--- src/rtl/line_follow_pkg.sv ---
// Shared encodings for the line-follower motion controller: driver directions,
// circuit codes, controller states and the saturating duty helper.
package line_follow_pkg;

  localparam logic [1:0] DIR_FWD  = 2'b10;
  localparam logic [1:0] DIR_REV  = 2'b01;
  localparam logic [1:0] DIR_STOP = 2'b00;

  localparam logic [1:0] CIRC_IDLE      = 2'b00;
  localparam logic [1:0] CIRC_STRAIGHT  = 2'b01;
  localparam logic [1:0] CIRC_CURVES    = 2'b10;
  localparam logic [1:0] CIRC_ENDURANCE = 2'b11;

  typedef enum logic [2:0] {
    ST_IDLE,
    ST_FOLLOW,
    ST_SEARCH,
    ST_LOST,
    ST_DONE
  } state_e;

  // Full duty minus off*step, floored at zero.
  function automatic int sat_sub(input int full, input int step, input int off);
    return (off * step >= full) ? 0 : full - off * step;
  endfunction

endpackage

--- src/rtl/lf_debounce.sv ---
// Symmetric level debouncer: the level must differ from the stable value for N
// consecutive cycles to flip it; a rising flip emits a one-cycle pulse.
module lf_debounce #(
  parameter int N = 1000
) (
  input  logic clk,
  input  logic rst_n,
  input  logic clr_i,
  input  logic level_i,
  output logic rise_o
);
  localparam int CW = (N > 2) ? $clog2(N) : 1;

  logic [CW-1:0] cnt_q;
  logic          stable_q;
  logic          rise_q;

  always_ff @(posedge clk or negedge rst_n) begin
    if (!rst_n) begin
      cnt_q    <= '0;
      stable_q <= 1'b0;
      rise_q   <= 1'b0;
    end else if (clr_i) begin
      cnt_q    <= '0;
      stable_q <= 1'b0;
      rise_q   <= 1'b0;
    end else begin
      rise_q <= 1'b0;
      // Any sample agreeing with the stable value restarts the count.
      if (level_i == stable_q) begin
        cnt_q <= '0;
      end else if (cnt_q == CW'(N - 1)) begin
        cnt_q    <= '0;
        stable_q <= level_i;
        rise_q   <= level_i;
      end else begin
        cnt_q <= cnt_q + 1'b1;
      end
    end
  end

  assign rise_o = rise_q;

endmodule

--- src/rtl/line_follow_ctrl.sv ---
// Line-follower motion controller: synchronised sensors steer two PWM drivers,
// a timed pivot searches for a lost line, and a debounced finish line counts laps.
module line_follow_ctrl
  import line_follow_pkg::*;
#(
  parameter int NUM_SENSORS = 5,
  parameter int DUTY_W      = 12,
  parameter int DUTY_FULL   = 'h999,
  parameter int DUTY_STEP   = 'h300,
  parameter int DUTY_SEARCH = 'h600,
  parameter int SEARCH_TO   = 50000,
  parameter int FINISH_DEB  = 1000,
  parameter int LAP_W       = 8,
  parameter int LAPS_C1     = 1,
  parameter int LAPS_C2     = 10
) (
  input  logic                   clk,
  input  logic                   rst_n,
  input  logic [NUM_SENSORS-1:0] sensors,
  input  logic [1:0]             circuit,
  output logic [1:0]             dir_a,
  output logic [1:0]             dir_b,
  output logic [DUTY_W-1:0]      duty_a,
  output logic [DUTY_W-1:0]      duty_b,
  output logic                   sig_right,
  output logic                   sig_left,
  output logic                   brake,
  output logic [LAP_W-1:0]       lap_count,
  output logic                   lap_tick,
  output logic                   lost
);
  localparam int N  = NUM_SENSORS;
  localparam int C  = (N - 1) / 2;
  localparam int TW = (SEARCH_TO > 2) ? $clog2(SEARCH_TO) : 1;

  logic [N-1:0]        sync1_q, sync2_q;
  state_e              state_q, state_d;
  logic                last_left_q, last_left_d;
  logic [TW-1:0]       timer_q, timer_d;
  logic [LAP_W-1:0]    lap_q, lap_d;
  logic                tick_q, tick_d;
  logic [1:0]          dir_a_q, dir_a_d, dir_b_q, dir_b_d;
  logic [DUTY_W-1:0]   duty_a_q, duty_a_d, duty_b_q, duty_b_d;
  logic                brake_q, lost_q, sig_r_q, sig_l_q;

  logic any_set, finish, right_hit, left_hit, fin_level, fin_rise, clr;
  int   r_off, l_off;

  assign clr       = (circuit == CIRC_IDLE);
  assign fin_level = finish && (state_q == ST_FOLLOW);

  lf_debounce #(.N(FINISH_DEB)) u_finish (
    .clk     (clk),
    .rst_n   (rst_n),
    .clr_i   (clr),
    .level_i (fin_level),
    .rise_o  (fin_rise)
  );

  // Offsets: distance of the outermost hit on each side from the centre.
  always_comb begin
    any_set   = |sync2_q;
    finish    = sync2_q[0] & sync2_q[N-1];
    right_hit = |sync2_q[C-1:0];
    left_hit  = |sync2_q[N-1:C+1];
    r_off = 0;
    for (int i = C - 1; i >= 0; i--) if (sync2_q[i]) r_off = C - i;
    l_off = 0;
    for (int i = C + 1; i < N; i++) if (sync2_q[i]) l_off = i - C;
  end

  always_comb begin
    state_d     = state_q;
    timer_d     = timer_q;
    lap_d       = lap_q;
    tick_d      = 1'b0;
    last_left_d = last_left_q;
    dir_a_d     = DIR_STOP;
    dir_b_d     = DIR_STOP;
    duty_a_d    = '0;
    duty_b_d    = '0;

    case (state_q)
      ST_IDLE:   if (!clr && sync2_q[C]) state_d = ST_FOLLOW;
      ST_FOLLOW: if (!any_set) begin
        state_d = ST_SEARCH;
        timer_d = '0;
      end
      ST_SEARCH: begin
        if (any_set)                           state_d = ST_FOLLOW;
        else if (timer_q == TW'(SEARCH_TO - 1)) state_d = ST_LOST;
        else                                   timer_d = timer_q + 1'b1;
      end
      default: ;
    endcase

    if (fin_rise) begin
      lap_d  = (lap_q == '1) ? lap_q : lap_q + 1'b1;
      tick_d = 1'b1;
    end
    // The lap compare runs the cycle after an increment, against the current circuit.
    if (tick_q && (state_q == ST_FOLLOW || state_q == ST_SEARCH) &&
        ((circuit == CIRC_STRAIGHT && lap_q == LAP_W'(LAPS_C1)) ||
         (circuit == CIRC_CURVES   && lap_q == LAP_W'(LAPS_C2))))
      state_d = ST_DONE;
    if (clr) begin
      state_d = ST_IDLE;
      timer_d = '0;
      lap_d   = '0;
      tick_d  = 1'b0;
    end

    case (state_d)
      ST_FOLLOW: begin
        duty_a_d = DUTY_W'(DUTY_FULL);
        duty_b_d = DUTY_W'(DUTY_FULL);
        if (!finish && right_hit && !left_hit) begin
          duty_a_d    = DUTY_W'(sat_sub(DUTY_FULL, DUTY_STEP, r_off));
          last_left_d = 1'b0;
        end else if (!finish && left_hit && !right_hit) begin
          duty_b_d    = DUTY_W'(sat_sub(DUTY_FULL, DUTY_STEP, l_off));
          last_left_d = 1'b1;
        end
        dir_a_d = (duty_a_d == '0) ? DIR_STOP : DIR_FWD;
        dir_b_d = (duty_b_d == '0) ? DIR_STOP : DIR_FWD;
      end
      ST_SEARCH: begin
        dir_a_d  = last_left_q ? DIR_FWD : DIR_REV;
        dir_b_d  = last_left_q ? DIR_REV : DIR_FWD;
        duty_a_d = DUTY_W'(DUTY_SEARCH);
        duty_b_d = DUTY_W'(DUTY_SEARCH);
      end
      default: ;
    endcase
  end

  always_ff @(posedge clk or negedge rst_n) begin
    if (!rst_n) begin
      sync1_q     <= '0;
      sync2_q     <= '0;
      state_q     <= ST_IDLE;
      last_left_q <= 1'b0;
      timer_q     <= '0;
      lap_q       <= '0;
      tick_q      <= 1'b0;
      dir_a_q     <= DIR_STOP;
      dir_b_q     <= DIR_STOP;
      duty_a_q    <= '0;
      duty_b_q    <= '0;
      brake_q     <= 1'b1;
      lost_q      <= 1'b0;
      sig_r_q     <= 1'b0;
      sig_l_q     <= 1'b0;
    end else begin
      sync1_q     <= sensors;
      sync2_q     <= sync1_q;
      state_q     <= state_d;
      last_left_q <= last_left_d;
      timer_q     <= timer_d;
      lap_q       <= lap_d;
      tick_q      <= tick_d;
      dir_a_q     <= dir_a_d;
      dir_b_q     <= dir_b_d;
      duty_a_q    <= duty_a_d;
      duty_b_q    <= duty_b_d;
      brake_q     <= (state_d != ST_FOLLOW);
      lost_q      <= (state_d == ST_LOST);
      sig_r_q     <= sync2_q[0];
      sig_l_q     <= sync2_q[N-1];
    end
  end

  assign dir_a     = dir_a_q;
  assign dir_b     = dir_b_q;
  assign duty_a    = duty_a_q;
  assign duty_b    = duty_b_q;
  assign sig_right = sig_r_q;
  assign sig_left  = sig_l_q;
  assign brake     = brake_q;
  assign lost      = lost_q;
  assign lap_count = lap_q;
  assign lap_tick  = tick_q;

endmodule

--- config.mk ---
export PLATFORM = sky130hd
export DESIGN_NAME = line_follow_ctrl
export DESIGN_NICKNAME = d
export VERILOG_FILES = /design/src/rtl/line_follow_pkg.sv /design/src/rtl/lf_debounce.sv /design/src/rtl/line_follow_ctrl.sv
export SDC_FILE = /design/constraint.sdc
export NUM_CORES = 1
export LEC_CHECK = 0
export BUFFER_PORTS_ARGS = -buffer_cell sky130_fd_sc_hd__buf_2
export CORE_MARGIN = 2
export CORE_UTILIZATION = 55
export DETAILED_ROUTE_END_ITERATION = 8
export PLACE_DENSITY_LB_ADDON = 0.08
export SYNTH_ARGS = -nofsm -noshare
export SYNTH_HDL_FRONTEND = slang
export SYNTH_SLANG_ARGS = --single-unit
--- constraint.sdc ---
create_clock -name clk -period 3.7 [get_ports clk]
set_clock_uncertainty 0.1 [all_clocks]
set_input_delay 0.74 -clock clk [delete_from_list [all_inputs] [get_ports clk]]
set_output_delay 0.74 -clock clk [all_outputs]
set_load 0.05 [all_outputs]
== Word-level counts from Yosys, hierarchy flattened ==
Index checks and enable logic that the tools add are counted.
Operators by class
  add/subtract/negate cells: 5
  multipliers: 2
  bitwise operators: 1
  equality and inequality tests: 19
  magnitude comparators: 2
  reduce and logical (&&, ||, !) cells: 31
  mux-type cells: 47
Operator list (number)
  12-bit 2-to-1 mux: 7
  32-bit by 13-bit greater-or-equal comparator with 1-bit output, second input constant: 2
  16-bit 2-to-1 mux: 4
  12-bit case mux with 2 select lines: 2
  32-bit by 3-bit multiplier with 24-bit output, second input constant: 1
  32-bit 2-to-1 mux: 1
  16-bit case mux with 2 select lines: 1
  10-bit 2-to-1 mux: 3
  12-bit logical NOT: 2
  8-bit 2-to-1 mux: 3
  12-bit subtractor, first input constant: 2
  3-bit 2-to-1 mux: 6
  16-bit by 1-bit adder with 16-bit output, second input constant: 1
  16-bit == test, second input constant: 1
  1-bit 2-to-1 mux: 12
  10-bit by 1-bit adder with 10-bit output, second input constant: 1
  10-bit == test, second input constant: 1
  1-bit logical AND: 10
  2-bit 2-to-1 mux: 5
  3-bit by 2-bit == test with 1-bit output, second input constant: 3
  3-bit inequality test, second input constant: 3
  3-bit case mux with 3 select lines: 1
  8-bit by 1-bit adder with 8-bit output, second input constant: 1
  8-bit by 1-bit == test with 1-bit output, second input constant: 1
  21 further kinds: 33
Storage, ports and cells
  word-level logic and storage cells: 125
  register bits: 83

== Depth between registers and ports, before layout ==
Gate-level depths: netlist of run 1.
  word-level depth: 12
  depth in mapped cells: 9
  mapped depth without buffers: 9

== Hierarchy ==
From an unflattened synthesis of run 1, not the netlist that was laid out.
Unflattened totals
  cells, all modules: 321
  area total of the unflattened synthesis: 3449.6 um^2
By module, submodules not included
  line_follow_ctrl: instances 1, cells an instance 266, area each 2847.7 um^2
  lf_debounce: instances 1, cells an instance 55, area each 601.8 um^2

== Worst setup path before layout of run 1 ==
Ideal clock, no wire load.
  kind: register to register
  from: reg lap_q[0], in the netlist lap_count[0]
  to: reg dir_b_q[1], in the netlist dir_b[1]
  buffers on the path: 1
  setup slack: 1.056 ns
  data required time: 3.526 ns
  stages on the path, launching flop included: 10
  data arrival time: 2.470 ns
  cells stage by stage: dfrtp_1 > inv_1 > ha_1 > and3b_1 > o2111ai_1 > nor3_1 > or2_2 > or4b_1 > buf_6 > o21ai_2
On the way
  cells in the longest elaborated chain, start to end: 8
  elaborated cells on any way between the ends: 11
  classes of those cells: 4 x eq/ne; 3 x mux; 4 x reduce/logical
Ends and longest elaborated chain
  from (decl): RTL line line_follow_ctrl.sv:40  | logic [LAP_W-1:0] lap_q, lap_d;
  from (signal assigned): RTL line line_follow_ctrl.sv:160  | lap_q <= lap_d;
  8-bit by 1-bit == test with 1-bit output / 8-bit by 4-bit == test with 1-bit output (equally long branches): RTL line line_follow_ctrl.sv:103, line_follow_ctrl.sv:104
  1-bit logical AND (on tied branches): RTL line line_follow_ctrl.sv:103, line_follow_ctrl.sv:104
  1-bit logical OR *: RTL line line_follow_ctrl.sv:103  | ((circuit == CIRC_STRAIGHT && lap_q == LAP_W'(LAPS_C1)) ||
  1-bit logical AND *: RTL line line_follow_ctrl.sv:102  | if (tick_q && (state_q == ST_FOLLOW || state_q == ST_SEARCH) &&
  3-bit 2-to-1 mux *: RTL line line_follow_ctrl.sv:102
  3-bit 2-to-1 mux *: RTL line line_follow_ctrl.sv:106  | if (clr) begin
  3-bit by 2-bit == test with 1-bit output / 3-bit by 1-bit == test with 1-bit output (equally long branches): RTL line line_follow_ctrl.sv:113  | case (state_d)
  2-bit case mux with 2 select lines *: RTL line line_follow_ctrl.sv:113
  named net dir_b_d[1]: RTL line line_follow_ctrl.sv:42  | logic [1:0] dir_a_q, dir_a_d, dir_b_q, dir_b_d;
  to (signal assigned): RTL line line_follow_ctrl.sv:163  | dir_b_q <= dir_b_d;
  to (decl): RTL line line_follow_ctrl.sv:42
The timed path passes the listed nets; every way through them passes the cells marked *.
A chain may end at the register's enable or synchronous reset.

== Worst setup path after layout of run 1 ==
  from: reg lap_q[0], in the netlist lap_count[0]
  to: reg dir_a_q[1], in the netlist dir_a[1]
On the way
  cells in the longest elaborated chain, start to end: 8
  elaborated cells on any way between the ends: 11
  classes of those cells: 4 x eq/ne; 3 x mux; 4 x reduce/logical
Ends and longest elaborated chain
  8-bit by 1-bit == test with 1-bit output / 8-bit by 4-bit == test with 1-bit output (equally long branches): RTL line line_follow_ctrl.sv:103, line_follow_ctrl.sv:104
  1-bit logical AND (on tied branches): RTL line line_follow_ctrl.sv:103, line_follow_ctrl.sv:104
  1-bit logical OR *: RTL line line_follow_ctrl.sv:103
  1-bit logical AND *: RTL line line_follow_ctrl.sv:102
  3-bit 2-to-1 mux *: RTL line line_follow_ctrl.sv:102
  3-bit 2-to-1 mux *: RTL line line_follow_ctrl.sv:106
  3-bit by 2-bit == test with 1-bit output / 3-bit by 1-bit == test with 1-bit output (equally long branches): RTL line line_follow_ctrl.sv:113
  2-bit case mux with 2 select lines *: RTL line line_follow_ctrl.sv:113
  named net dir_a_d[1]: RTL line line_follow_ctrl.sv:42
  to (signal assigned): RTL line line_follow_ctrl.sv:162  | dir_a_q <= dir_a_d;
  to (decl): RTL line line_follow_ctrl.sv:42
Marks and branches as above.

==> results of run 1 <==
[flip-flops by register name, indices dropped and copies added (netlist names)]
name,cells
last_left_q,1
u_finish.stable_q,1
lost,1
lap_tick,1
sync2_q,5
dir_a,2
u_finish.rise_o,1
lap_count,8
sig_left,1
brake,1
dir_b,2
state_q,3
sig_right,1
sync1_q,5
duty_b,5
u_finish.cnt_q,10
timer_q,16
duty_a,5
[per-layer routing]
| metal | part of all wire, % | wire length [um] |
|---|---|---|
| met5 | 0 | 0 |
| met4 | 1.9 | 107 |
| met3 | 4.7 | 270 |
| met2 | 46 | 2640 |
| met1 | 47 | 2690 |
[area by class of cell]
cell class                 instances  area (um2)  share of cell area, %
clock buffer                      10         138                   3.81
clock inverter                     6        38.8                   1.07
inverter                          12        45.0                   1.25
multi-input combinational        217        1350                   37.4
sequential                        69        1730                   47.8
tap                               75        93.8                   2.60
timing repair buffer              43         220                   6.09
[worst max-delay path, delay by kind of cell, from the launching register on]
| family | cells | cell delay [ps] |
|---|---|---|
| AND/OR/NAND/NOR | 4 | 1290 |
| flip-flops | 1 | 450 |
| AO/OA/AOI/OAI | 2 | 430 |
| adder cells (fa/ha/maj) | 1 | 200 |
| buffers and inverters | 1 | 70 |
[per-stage QoR]
step	utilization [%]	instance area (um2)	worst slack, ps
6_report	62.2	3610	1100
5_1_grt	62.2	3610	924
4_1_cts	62.2	3610	1080
3_5_place_dp	59.1	3440	970
3_3_place_gp	59.1	3440	1020
2_1_floorplan	-	3280	1060
[placed cells by master (no fill, tap or decap), types with 3 or more instances in the layout]
cell type  netlist  layout
o21ai_2          6       6
xnor2_1         17      17
nor2_1          45      45
o21ai_1         10      10
and3_1           8       8
inv_1           11      11
or2_1            3       3
conb_1           1       8
clkinv_2         0       3
clkbuf_8         0      10
nor3_1           8       8
buf_2            2      41
a211oi_1         6       6
nand4_1          3       3
nand3_1         10      10
and2_1           3       3
o31ai_1          6       6
dfrtp_1         68      68
nand2_1         17      17
or3_1            4       4
a21oi_1          9       9
ha_1             5       5
xor2_1           5       5
o21ai_0          5       5
nand2b_1         4       4
[final timing paths]
path / start / to / slack, ps / depth (start not counted)
max in group asynchronous: rst_n / u_finish.cnt_q[6]$_DFF_PN0_ / 2490 / 2
worst min register to register: sync1_q[2]$_DFF_PN0_ / sync2_q[2]$_DFF_PN0_ / 250 / 0
worst max register to register: lap_count[0]$_DFFE_PN0P_ / dir_a[1]$_DFF_PN0_ / 1100 / 8
worst min-delay path: sync1_q[2]$_DFF_PN0_ / sync2_q[2]$_DFF_PN0_ / 250 / 0
worst max-delay path: lap_count[0]$_DFFE_PN0P_ / dir_a[1]$_DFF_PN0_ / 1100 / 8
min in group asynchronous: rst_n / duty_a[8]$_DFF_PN0_ / 480 / 2
[logic make-up after synthesis]
family,count (synthesis)
AOI/OAI and AO/OA,54
DFF,69
xor gates and xnor gates,22
other,1
buffers and inverters,36
adders and majority gates,6
and+or+nand+nor,126
muxes,1
[power groups by stage]
stage	Sequential (uW)	Combinational [uW]	Clock, uW
final	798	223	542
after global routing	802	240	591
after CTS	798	226	559
after detailed placement	812	225	0
after global placement	811	224	0
after floorplan	872	126	0
[cells in the mapped netlist, types with 3 or more instances]
cell type,number
and2_1,3
clkbuf_1,6
dfrtp_1,68
o21ai_1,10
and3_1,8
nor3_1,8
xor2_1,5
a21oi_1,9
or2_1,3
buf_4,15
o21ai_0,5
nand3_1,10
inv_1,11
nand4_1,3
ha_1,5
o21ai_2,6
nand2b_1,4
nand2_1,17
or3_1,4
xnor2_1,17
o31ai_1,6
nor2_1,45
a211oi_1,6
==> out/metrics.cfg, run 1 <==
[floorplanning]
core_area_mm2 = 0.00582
initial_utilization_pct = 56.0
rows = 28
boundaryPins = 50
dieArea_mm2 = 0.00655
die_w_um = 80.9
fp.dieH_um = 80.9

[critical_path]
cp_max_fo = 8
endpoint_kind = register
max_stage_delay_ps = 680
worstPathCellList = inv_1 -> ha_1 -> and3b_1 -> o2111ai_1 -> nor3_1 -> or2_2 -> or4b_1 -> o21ai_2
required_ps = 3880
critPathLaunchType = register
cpMaxStageDelayCell = or4b_1
criticalPathCategory = register to register
crit_arrival_ps = 2780

[clock_tree]
clk_path_buf_depth = 2
root_buffer = clkbuf_8
cts_tree = yes
cts_sinks = 69
cts_setup_buffers = 0
clk_pin_slew_ps = 70
cts-resized-gates = 0
cts_made_buffers = 9
cts_hold_buffers = 0
clkLatencyLatePin_ps = 350
htreeDepth = 3

[logic_synthesis]
synth_edf_count = 0
synth_top_family_by_area = simple AND/OR/NAND/NOR gates
synth_compound_area_share_pct = 11.6
synth.mux.area_fraction_pct = 0.308
synth_ff_type = dfrtp_1
yosysUniqueCellTypes = 55
ys_seq_area_share_pct = 53.1
ys_top_cells_by_area = dfrtp_1 (52%), nor2_1 (5.2%), xnor2_1 (4.6%)
yosys.area_share.simple_pct = 20.5
syn_area_mm2 = 0.00325
postSynthAreaPerCell_um2 = 10.3
syn-instance-count = 315
synthXorXnorAreaFrac_pct = 5.92
yosys.area.top_type = dfrtp_1
synth_fa_ha_area_share_pct = 2.27
ys_warn_count = 0
synth-seq-cells = 69
synthArstFlopShare_pct = 100
synth_top_area_share_pct = 52.3

[sta]
setup_viol_count_final = 0
min_period_ps = 2600
period_share_pct = 70.4
setup_tns_ps = 0
max_freq_ghz = 0.384
worst_pin_slew_ps = 823
slew_viol_final = 0
relSlewSlack_pct = 44.7
timing.final.hold_violations = 0
hold_ws_ps = 251
rsz0062_at_grt = false

[placement]
dp.cells = 416
port_buffers = 41
gp_congestion = 0.815
dp_hpwl_mm = 3.87

[routing]
avgRoutedWirePerCell_um = 13.2
vias = 2317
via_per_inst = 5.36
drtAntennaViolNets = 0
wirelength_mm = 5.70
drt-initial-drc-count = 128
drtPass1Iterations = 5
post-route-drc-count = 0

[grt]
grt-busiest-layer = met2
antenna_found_initial = 0
grt_first_pass_wirelength_mm = 9.63
grt_overflow_total = 0
grt_max_degree = 70
grt_pass1_vias = 2148
met3_usage_pct = 5.56
use_met1_pct = 25.1
grt_use_total_pct = 19.2
gr-usage-met2_pct = 29.8

[power_and_ir_drop]
peakVddDrop_v = 0.000275
p_clk_share_pct = 34.7
pwr-share-comb_pct = 14.2
switchingPower_uw = 477
leakage_uw = 0.00163
powerDensity_mw_per_mm2 = 432
internal_power_uw = 1080
finalPower_uw = 1560
p_seq_share_pct = 51.1
swShare_pct = 30.6

[worst_hold_path]
hp-class = register to register

[cells_and_area]
fin_nets = 366
area_growth_pct = 11.1
fill_cells = 504
stdcell_count = 432
final_layout_size_suffix_gt1_share_pct = 22.1
insertedDiodeCount = 0

[outcome]
status = complete, no violations

[job]
cap_viol_max_count = 0

(Power assumes the default switching activity.)
==> run 2, diff against run 1 <==
Clock period 3.7 ns to 2.7 ns, I/O delays scaled along.
==> out/metrics.cfg, run 2 (synthesized netlist as in run 1, its figures left out) <==
[floorplanning]
fp.dieH_um = 80.9  ; unchanged
rows = 28  ; unchanged
initial_utilization_pct = 56.0  ; unchanged
die_w_um = 80.9  ; unchanged
boundaryPins = 50  ; unchanged
dieArea_mm2 = 0.00655  ; unchanged
core_area_mm2 = 0.00582  ; unchanged

[clock_tree]
cts_hold_buffers = 0  ; unchanged
clkLatencyLatePin_ps = 340  ; was 350 ps
cts_made_buffers = 9  ; unchanged
clk_pin_slew_ps = 80  ; was 70 ps
cts_tree = yes  ; unchanged
cts_sinks = 69  ; unchanged
root_buffer = clkbuf_8  ; unchanged
cts-resized-gates = 0  ; unchanged
htreeDepth = 3  ; unchanged
clk_path_buf_depth = 2  ; unchanged
cts_setup_buffers = 0  ; unchanged

[cells_and_area]
utilization_pct = 63.4  ; was 62.2%
mostFrequentLayoutCell = dfrtp_1  ; unchanged
mostFrequentLayoutCells = dfrtp_1 (68), nor2_1 (45), buf_2 (41)  ; unchanged
final_layout_size_suffix_gt1_share_pct = 22.9  ; was 22.1%
area_growth_pct = 13.2  ; was 11.1%
largest_reg_flops = 16  ; unchanged
largest-register = timer_q  ; unchanged
insertedDiodeCount = 0  ; unchanged
final_area_mm2 = 0.00368  ; was 0.00361 mm2
fin_nets = 371  ; was 366
fill_cells = 497  ; was 504

[routing]
top_layer_used = met4  ; unchanged
drt-initial-drc-count = 129  ; was 128
drtAntennaViolNets = 0  ; unchanged
post-route-drc-count = 0  ; unchanged
routed-wl-met3_um = 258  ; was 270 um
via_per_inst = 5.32  ; was 5.36
wl_met1_mm = 2.69  ; about the same
wirelength_mm = 5.81  ; was 5.70 mm
vias = 2324  ; was 2,317
wl_met2_mm = 2.75  ; was 2.64 mm
drtPass1Iterations = 4  ; was 5
avgRoutedWirePerCell_um = 13.3  ; was 13.2 um

[sta]
period_share_pct = 91.4  ; was 70.4%
max_freq_ghz = 0.405  ; was 0.384 GHz
hold_ws_ps = 123  ; was 251 ps
worst_pin_slew_ps = 648  ; was 823 ps
relSlewSlack_pct = 56.8  ; was 44.7%
timing.final.hold_violations = 0  ; unchanged
min_period_ps = 2470  ; was 2600 ps
slew_viol_final = 0  ; unchanged
rsz0062_at_grt = false  ; unchanged
setup_viol_count_final = 0  ; unchanged
layout_setup_ws_ps = 233  ; was 1100 ps
setup_tns_ps = 0  ; unchanged

[critical_path]
ff2ff_path_depth = 6  ; was 8
r2r_slack_ps = 230  ; was 1100 ps
criticalPathCategory = register to register  ; unchanged
cp_max_fo = 11  ; was 8
r2r_start = timer_q[5]$_DFFE_PN0P_  ; was lap_count[0]$_DFFE_PN0P_
endpoint_kind = register  ; unchanged
required_ps = 2860  ; was 3880 ps
crit_arrival_ps = 2630  ; was 2780 ps
critical_path.startpoint = timer_q[5]$_DFFE_PN0P_  ; was lap_count[0]$_DFFE_PN0P_
critPathLaunchType = register  ; unchanged
r2r_end = timer_q[14]$_DFFE_PN0P_  ; was dir_a[1]$_DFF_PN0_

[placement]
place_area_mm2 = 0.00349  ; was 0.00344 mm2
port_buffers = 41  ; unchanged
dp_hpwl_mm = 4.04  ; was 3.87 mm
place_ws_ps = 109  ; was 970 ps
gp_congestion = 0.788  ; was 0.815

[grt]
grt_first_pass_wirelength_mm = 9.58  ; was 9.63 mm
grt_overflow_total = 0  ; unchanged
antenna_found_initial = 0  ; unchanged
grt_use_total_pct = 19.2  ; about the same
grt_max_degree = 30  ; was 70
grt_pass1_vias = 2058  ; was 2,148

[power_and_ir_drop]
peakVddDrop_v = 0.000339  ; was 0.000275 V
powerDensity_mw_per_mm2 = 604  ; was 432 mW/mm2
leakage_uw = 0.00167  ; was 0.00163 uW

[job]
cap_viol_max_count = 0  ; unchanged

[outcome]
status = complete, no violations  ; unchanged

[worst_hold_path]
hp-class = primary input to asynchronous set/reset pin  ; was register to register

[run 2: worst max path at each step]
stage	endpoint	slack, ps	cells past startpoint
after floorplan	dir_b[1]$_DFF_PN0_	60	9
after CTS	dir_b[1]$_DFF_PN0_	80	8
after detailed placement	dir_b[1]$_DFF_PN0_	110	8
after global routing	duty_b[8]$_DFF_PN0_	20	9
after global placement	dir_a[1]$_DFF_PN0_	210	8
final	timer_q[14]$_DFFE_PN0P_	230	6
[run 2: final cells by class]
class,instances,area [um2],share of cell area [%]
repair buffers,48,270,7.33
clock buffers,12,145,3.94
well taps,75,93.8,2.55
multi-input cells,217,1360,36.8
inverters,12,45.0,1.22
flip-flops and latches,69,1730,46.9
clock inverters,4,47.5,1.29
[run 2: critical path: stages (launching register included)]
cell and delay [ps]:
dfrtp_1 410, or4b_1 520, or3_1 430, o21ai_4 280, and2_1 420, o21ai_0 150
o21ai_1 90
[run 2: where the power goes]
part	internal (uW)	switching, uW
logic	66.1	246
clock network	449	371
registers	1070	21.2
[run 2: stage by stage]
step | std cells | power, uW
floorplan | 322 | 1370
CTS | 437 | 2250
global placement | 421 | 1430
detailed placement | 421 | 1430
global route | 437 | 2310
finish | 437 | 2230
[run 2: layer usage]
| layer | track usage, % | vias up |
|---|---|---|
| met5 | 0 | - |
| met4 | 9.83 | 0 |
| met1 | 27.0 | 1115 |
| li1 | - | 1150 |
| met2 | 27.5 | 48 |
| met3 | 4.67 | 11 |
